### src/rtl/cluster_clock_gate_ctrl_pkg.sv
// Shared types for the cluster clock-gate sequencer: FSM state encoding,
// default sizing, and the per-state output decode.
package cluster_cg_pkg;

    localparam int CG_CNT_WIDTH   = 8;
    localparam int CG_WAKE_CYCLES = 2;

    typedef enum logic [2:0] {
        ST_RUN     = 3'd0,
        ST_DRAIN   = 3'd1,
        ST_QUIESCE = 3'd2,
        ST_GATED   = 3'd3,
        ST_WAKE    = 3'd4
    } cg_state_e;

    function automatic logic st_clk_en(cg_state_e s);
        return (s != ST_GATED);
    endfunction

    function automatic logic st_ack(cg_state_e s);
        return (s == ST_GATED) || (s == ST_WAKE);
    endfunction

endpackage

### src/rtl/cluster_clock_gate_ctrl_if.sv
// Power-manager / cluster-status bundle for the clock-gate sequencer.
// master = power manager and cluster side, slave = the sequencer.
interface cluster_clock_gate_ctrl_if #(
    parameter int CNT_WIDTH = cluster_cg_pkg::CG_CNT_WIDTH
);
    logic                 test_mode_i;
    logic                 cg_req_i;
    logic                 cg_ack_o;
    logic                 busy_i;
    logic                 wake_evt_i;
    logic [CNT_WIDTH-1:0] quiesce_cfg_i;
    logic                 clk_en_o;
    logic [2:0]           state_o;

    modport master (
        output test_mode_i, cg_req_i, busy_i, wake_evt_i, quiesce_cfg_i,
        input  cg_ack_o, clk_en_o, state_o
    );

    modport slave (
        input  test_mode_i, cg_req_i, busy_i, wake_evt_i, quiesce_cfg_i,
        output cg_ack_o, clk_en_o, state_o
    );
endinterface

### src/rtl/cluster_clock_gate_ctrl.sv
// Cluster clock-gate sequencer: 4-phase req/ack, drain, quiesce countdown, gate, wake settle.
// Gate at k+2+N after req at edge k; release ack after WAKE_CYCLES; runs on the ungated clock.
module cluster_clock_gate_ctrl
    import cluster_cg_pkg::*;
#(
    parameter int CNT_WIDTH   = CG_CNT_WIDTH,
    parameter int WAKE_CYCLES = CG_WAKE_CYCLES
) (
    input  logic                        clk_i,
    input  logic                        rst_i,
    cluster_clock_gate_ctrl_if.slave    cg
);

    localparam logic [CNT_WIDTH-1:0] CNT_ONE   = CNT_WIDTH'(1);
    localparam logic [CNT_WIDTH-1:0] WAKE_LOAD = CNT_WIDTH'(WAKE_CYCLES);

    cg_state_e            state_q, state_d;
    logic [CNT_WIDTH-1:0] cnt_q, cnt_d;
    logic                 wblk_q, wblk_d;
    logic                 clk_en_q;
    logic                 ack_q;

    always_comb begin
        state_d = ST_RUN;
        cnt_d   = cnt_q;
        wblk_d  = wblk_q;

        // Counter only runs in the two timed states and never wraps below zero.
        if ((state_q == ST_QUIESCE || state_q == ST_WAKE) && cnt_q != '0) begin
            cnt_d = cnt_q - CNT_ONE;
        end

        case (state_q)
            ST_RUN: begin
                if (cg.cg_req_i && !cg.wake_evt_i && !wblk_q) state_d = ST_DRAIN;
                else                                          state_d = ST_RUN;
            end
            ST_DRAIN: begin
                if (!cg.cg_req_i) begin
                    state_d = ST_RUN;
                end else if (!cg.busy_i) begin
                    if (cg.quiesce_cfg_i == '0) begin
                        state_d = ST_GATED;
                    end else begin
                        state_d = ST_QUIESCE;
                        cnt_d   = cg.quiesce_cfg_i;
                    end
                end else begin
                    state_d = ST_DRAIN;
                end
            end
            ST_QUIESCE: begin
                if (!cg.cg_req_i || cg.wake_evt_i) state_d = ST_RUN;
                else if (cg.busy_i)                state_d = ST_DRAIN;
                else if (cnt_q == CNT_ONE)         state_d = ST_GATED;
                else                               state_d = ST_QUIESCE;
            end
            ST_GATED: begin
                if (!cg.cg_req_i || cg.wake_evt_i) begin
                    state_d = ST_WAKE;
                    cnt_d   = WAKE_LOAD;
                end else begin
                    state_d = ST_GATED;
                end
            end
            ST_WAKE: begin
                if (cnt_q == CNT_ONE) state_d = ST_RUN;
                else                  state_d = ST_WAKE;
            end
            default: state_d = ST_RUN;
        endcase

        // An event wake under a live request must not immediately re-gate.
        if (!cg.cg_req_i) begin
            wblk_d = 1'b0;
        end else if (state_q == ST_GATED && cg.wake_evt_i) begin
            wblk_d = 1'b1;
        end
    end

    always_ff @(posedge clk_i) begin
        if (rst_i) begin
            state_q  <= ST_RUN;
            cnt_q    <= '0;
            wblk_q   <= 1'b0;
            clk_en_q <= 1'b1;
            ack_q    <= 1'b0;
        end else begin
            state_q  <= state_d;
            cnt_q    <= cnt_d;
            wblk_q   <= wblk_d;
            clk_en_q <= st_clk_en(state_d);
            ack_q    <= st_ack(state_d);
        end
    end

    // Test mode overrides the enable without disturbing the sequencer.
    assign cg.clk_en_o = clk_en_q | cg.test_mode_i;
    assign cg.cg_ack_o = ack_q;
    assign cg.state_o  = state_q;

endmodule

### src/flat_wrapper.sv
// flat-port wrapper written by rule: the top's interface ports become plain ports
module cluster_clock_gate_ctrl_flat import cluster_cg_pkg::*;
#(
    parameter int CNT_WIDTH   = CG_CNT_WIDTH,
    parameter int WAKE_CYCLES = CG_WAKE_CYCLES
)
  (clk_i, rst_i, cg_test_mode_i, cg_cg_req_i, cg_busy_i, cg_wake_evt_i, cg_quiesce_cfg_i, cg_cg_ack_o, cg_clk_en_o, cg_state_o);
  cluster_clock_gate_ctrl_if #(.CNT_WIDTH(CNT_WIDTH)) cg_i ();
  input  logic clk_i;
  input  logic rst_i;
  input wire logic [$bits(cg_i.test_mode_i)-1:0] cg_test_mode_i;
  input wire logic [$bits(cg_i.cg_req_i)-1:0] cg_cg_req_i;
  input wire logic [$bits(cg_i.busy_i)-1:0] cg_busy_i;
  input wire logic [$bits(cg_i.wake_evt_i)-1:0] cg_wake_evt_i;
  input wire logic [$bits(cg_i.quiesce_cfg_i)-1:0] cg_quiesce_cfg_i;
  output wire logic [$bits(cg_i.cg_ack_o)-1:0] cg_cg_ack_o;
  output wire logic [$bits(cg_i.clk_en_o)-1:0] cg_clk_en_o;
  output wire logic [$bits(cg_i.state_o)-1:0] cg_state_o;
  assign cg_i.test_mode_i = cg_test_mode_i;
  assign cg_i.cg_req_i = cg_cg_req_i;
  assign cg_i.busy_i = cg_busy_i;
  assign cg_i.wake_evt_i = cg_wake_evt_i;
  assign cg_i.quiesce_cfg_i = cg_quiesce_cfg_i;
  assign cg_cg_ack_o = cg_i.cg_ack_o;
  assign cg_clk_en_o = cg_i.clk_en_o;
  assign cg_state_o = cg_i.state_o;
  cluster_clock_gate_ctrl #(.CNT_WIDTH(CNT_WIDTH), .WAKE_CYCLES(WAKE_CYCLES)) u_core (.clk_i(clk_i), .rst_i(rst_i), .cg(cg_i));
endmodule
### config.mk
export PLATFORM = sky130hd
export DESIGN_NAME = cluster_clock_gate_ctrl_flat
export DESIGN_NICKNAME = d
export VERILOG_FILES = /design/src/rtl/cluster_clock_gate_ctrl_pkg.sv /design/src/rtl/cluster_clock_gate_ctrl_if.sv /design/src/rtl/cluster_clock_gate_ctrl.sv /design/src/flat_wrapper.sv
export SDC_FILE = /design/constraint.sdc
export NUM_CORES = 1
export LEC_CHECK = 0
export CAP_MARGIN = 30
export CORE_AREA = 4 4 46 48
export DETAILED_ROUTE_END_ITERATION = 7
export DIE_AREA = 0 0 50 52
export GPL_TIMING_DRIVEN = 0
export PLACE_DENSITY = 0.83
export SYNTH_ARGS = -nofsm -noshare
export SYNTH_HDL_FRONTEND = slang
export SYNTH_SLANG_ARGS = --single-unit
export TNS_END_PERCENT = 100
### constraint.sdc
create_clock -name clk_i -period 2.17 [get_ports clk_i]
set_clock_uncertainty 0.05 [all_clocks]
set_input_delay 0.217 -clock clk_i [delete_from_list [all_inputs] [get_ports clk_i]]
set_output_delay 0.217 -clock clk_i [all_outputs]
set_load 0.01 [all_outputs]
# Word-level counts from Yosys, hierarchy flattened
# Cells that the tools add are included.
# word_totals
register_bits	14
wordCells	46
in_bits	14
# op_classes
bitwise	2
reduce_logical	14
mux	16
eq_ne	8
n_addsub	1
# op_table
cell	count
$mux 8	5
$pmux 8 s2	1
$mux 3	5
$pmux 3 s5	1
$eq 3x2->1 const B	3
$eq 8x1->1 const B	1
$logic_not 8->1	1
$reduce_bool 8->1	1
$sub 8x1->8 const B	1
$eq 3x3->1 const B	2
$logic_and 1x1->1	4
$eq 3x1->1 const B	1
$logic_not 1->1	3
$logic_not 3->1	1
$logic_or 1x1->1	3
$mux 1	3
$ne 3x2->1 const B	1
$mux 2	1
$reduce_or 2->1	1
$not 1->1	1
$or 1x1->1	1

# Longest topological paths before layout
# logic_depth
word_depth	8
mapped_depth	6
depth_no_buf	6

# Worst setup path after synthesis
# OpenSTA, ideal clock, no wires.
# synth_timing
kind	flip-flop to flip-flop
start	reg u_core.cnt_q[5]
end	reg u_core.clk_en_q
stages_incl_launch_ff	6
setup_ps	117
t_required_ps	2003
path_buffers	0
period_less_slack_ps	1646
t_arrival_ps	1479
setup_slack_ps	524
cell_sequence	dfxtp_1 nor3_1 nand3_1 a2111oi_2 a211oi_1 nand2b_1
# synth_between
elab_chain_cells	6
# synth_rtl
item	line	text
start: declaration	cluster_clock_gate_ctrl.sv:18	logic [CNT_WIDTH-1:0] cnt_q, cnt_d;
start signal: assignment	cluster_clock_gate_ctrl.sv:90	cnt_q <= cnt_d;
$eq 8x1->1 *	cluster_clock_gate_ctrl.sv:55, cluster_clock_gate_ctrl.sv:67	
$mux 1	cluster_clock_gate_ctrl.sv:55	else if (cnt_q == CNT_ONE) state_d = ST_GATED;
$mux 3	cluster_clock_gate_ctrl.sv:54	else if (cg.busy_i) state_d = ST_DRAIN;
$mux 3	cluster_clock_gate_ctrl.sv:53	if (!cg.cg_req_i || cg.wake_evt_i) state_d = ST_RUN;
$pmux 3 s5 *	cluster_clock_gate_ctrl.sv:33	case (state_q)
$ne 3x2->1 *	cluster_clock_gate_ctrl_pkg.sv:17	return (s != ST_GATED);
end signal: assignment	cluster_clock_gate_ctrl.sv:92	clk_en_q <= st_clk_en(state_d);
end: declaration	cluster_clock_gate_ctrl.sv:20	logic clk_en_q;
# Mark *: on every way between the ends. The rest lies on a longest branch, timed or not.
# A chain may end at the register's enable or synchronous reset.

# Worst setup path after layout
# Same ends and word-level chain as after synthesis.

==> flow_metrics.tcl <==
set metrics [dict create \
    ir_drop_uv 280 \
    grt_first_pass_wirelength_um 3190 \
    ctsHoldBuffers 0 \
    ys_async_sr_fraction_pct 0 \
    synth_area_um2 781 \
    avgSynthCellArea_um2 8.22 \
    drt_iter0_markers 24 \
    synth.top_cells.by_count "dfxtp_1 (14), nand2_1 (12), nor2_1 (8)" \
    ys_types 28 \
    min_delay_path_depth 3 \
    internal_power_w 0.000398 \
    ys_ff_latch 14 \
    path_class "reg -> reg" \
    start_util_pct 45.7 \
    cts_sinks 14 \
    diodes 0 \
    dieHeight_um 52 \
    antenna_left 0 \
    worstPathRequired_ns 2.30 \
    r2r-end "u_core.clk_en_q" \
    cpMaxStageDelayCell "nor3_1" \
    setup_viol_count_final 0 \
    cp_cell_sequence "nor3_1, nand3_1, a2111oi_2, a211oi_1, nand2b_1" \
    status "finished clean" \
    synth_area_leaders "dfxtp_1 (36%), xor2_1 (6.7%), nand2_1 (5.8%), ha_1 (4.8%), o21ai_0 (3.8%)" \
    cts_buffers 3 \
    timing.rr.start "u_core.cnt_q[5]" \
    fp.dieArea_um2 2600 \
    netlist_instances 95 \
    wl_um 1760 \
    firstDrtPassIters 4 \
    sw_frac_of_total_pct 23.4 \
    power.leakage_nw 0.346 \
    synth_most_common_cell "dfxtp_1" \
    place_hpwl_um 1390 \
    totalPowerFinal_w 0.000519 \
    clock_path_buffers 2 \
    tightest_slew_ns 0.513 \
    worst_slack_ns 0.313 \
    cts.repair.resized 0 \
    drc 0 \
    clk_pin_slew_ns 0.09 \
    rsz0062_at_grt "false" \
    clock_latency_ns 0.28 \
    setup_tns_ns 0 \
    fill_cells 158 \
    grt_pass1_vias 732 \
    synth_enable_flop_cells 0 \
    period_share_pct 85.6 \
    period_minus_slack_ns 1.86 \
    ys_warn_count 0 \
    synth-main-ff-cell "dfxtp_1" \
    num_io_pins 19 \
    drive_above_1_share_pct 7.69 \
    critPathLaunchType "flop" \
    overflow 0 \
    grt_max_degree 10 \
    synth.top_cell.area_share_pct 35.9 \
    antenna_found_initial 0 \
    final-hold-violation-count 0 \
    p_seq_share_pct 51.3 \
    place_ws_ns 0.0142 \
    yosys.area.top_type "dfxtp_1" \
    root_buffer "clkbuf_4" \
    regArea_um2 280 \
    cts_tree "yes" \
    maxCapViolCount 0 \
    power_switching_w 0.000121 \
    whs_ns 0.453 \
    grt_use_total_pct 15.9 \
    rows 15 \
    core_area_um2 1710 \
    r2r_slack_ns 0.31 \
    arrival_ns 1.99 \
    fin_nets 135 \
    clockPowerShare_pct 36.2 \
    num_vias 751 \
    max_stage_delay_ns 0.46 \
    slew_headroom_pct 65.6 \
    die_x_um 50 \
    cellPowerDensity_nw_per_um2 505 \
    comb_power_share_pct 12.5 \
    wl_per_cell_um 12.4 \
    min_path_type "in -> reg" \
    worst_setup_path_end_kind "flop" \
    synth-seq-area-share_pct 35.9 \
    post-cts-setup-buffers 0 \
    rr_worst_depth 5 \
    cp_max_fo 3 \
    synth.net_count 112 \
    hp-start "cg_quiesce_cfg_i[7]" \
    fmax_ghz 0.538 \
    cts_max_level 1 \
    area_growth_pct 31.7 \
    io_buffers 18 \
    whs_endpoint "u_core.cnt_q[7]" \
    multi_input_area_um2 478 \
    gp_congestion 0.857 \
    via_per_inst 5.29 \
    slew_violations 0 \
]
[how the worst max path moves through the flow]
stage                        start         endpoint  slack, ns  cells after the start
6_report           u_core.cnt_q[5]  u_core.clk_en_q       0.31                      5
5_1_grt            u_core.cnt_q[4]  u_core.clk_en_q       0.15                      5
4_1_cts        cg_quiesce_cfg_i[2]  u_core.cnt_q[3]       0.31                      5
3_5_place_dp   cg_quiesce_cfg_i[2]  u_core.cnt_q[3]       0.01                      5
3_3_place_gp   cg_quiesce_cfg_i[2]  u_core.cnt_q[2]       0.05                      5
2_1_floorplan      u_core.cnt_q[5]  u_core.clk_en_q       0.52                      5
[layout make-up]
| cell class | instances | share of cell area (%) |
|---|---|---|
| clock buffers | 4 | 3.53 |
| inverters | 6 | 2.19 |
| multi-input cells | 75 | 46.5 |
| flip-flops and latches | 14 | 27.3 |
| well taps | 25 | 3.04 |
| repair buffers | 18 | 17.5 |
[state kept, by name (all words and copies together), names as in the netlist]
signal              cells
u_core.wblk_q           1
u_core.cg.state_o       3
u_core.cg.cg_ack_o      1
u_core.clk_en_q         1
u_core.cnt_q            8
[per-stage QoR]
stage	instance area, um^2	utilization [%]	cells
2_1_floorplan	781	-	95
3_3_place_gp	992	58.1	138
3_5_place_dp	992	58.1	138
4_1_cts	1030	60.2	142
5_1_grt	1030	60.2	142
6_report	1030	60.2	142
[power groups by stage]
| stage | logic, W | registers [W] | clock network, W |
|---|---|---|---|
| 2_1_floorplan | 0.0000254 | 0.000272 | 0 |
| 4_1_cts | 0.0000652 | 0.000266 | 0.000193 |
| 6_report | 0.0000651 | 0.000266 | 0.000188 |
| 3_3_place_gp | 0.0000631 | 0.000272 | 0 |
| 3_5_place_dp | 0.0000646 | 0.000272 | 0 |
| 5_1_grt | 0.0000715 | 0.000267 | 0.000211 |
[cells by family (layout without fill, tap and decap cells)]
family	count (synthesis)	count (layout)	share of synthesized area, %
compound gates	23	23	21.5
xor+xnor	8	8	8.97
fa+ha+maj	3	3	4.81
buf+inv	6	28	2.88
flops	14	14	35.9
simple gates	41	41	26.0
[critical path, delay by kind of cell (launching register included)]
kind,cells,cell delay [ns]
flops,1,0.34
compound gates,2,0.53
simple gates,3,0.84
[routing by layer]
layer	routed length (um)	track usage (%)
met4	17	4.61
met1	769	19.7
met2	873	27.8
met3	101	2.87
met5	0	0
[placed cells by master (no fill, tap or decap), drive strengths merged, types with 2 or more instances in the layout]
cell type	count
nor3	5
xor2	6
a211oi	2
nor2	8
nand3	3
nand2b	2
clkdlybuf4s50	18
dfxtp	14
nand2	12
o21ai	9
clkbuf	4
inv	6
ha	3
nor4	3
xnor2	2
or3	2
or2	2
a21oi	6
Note: power is estimated with default switching activity, not from simulation.
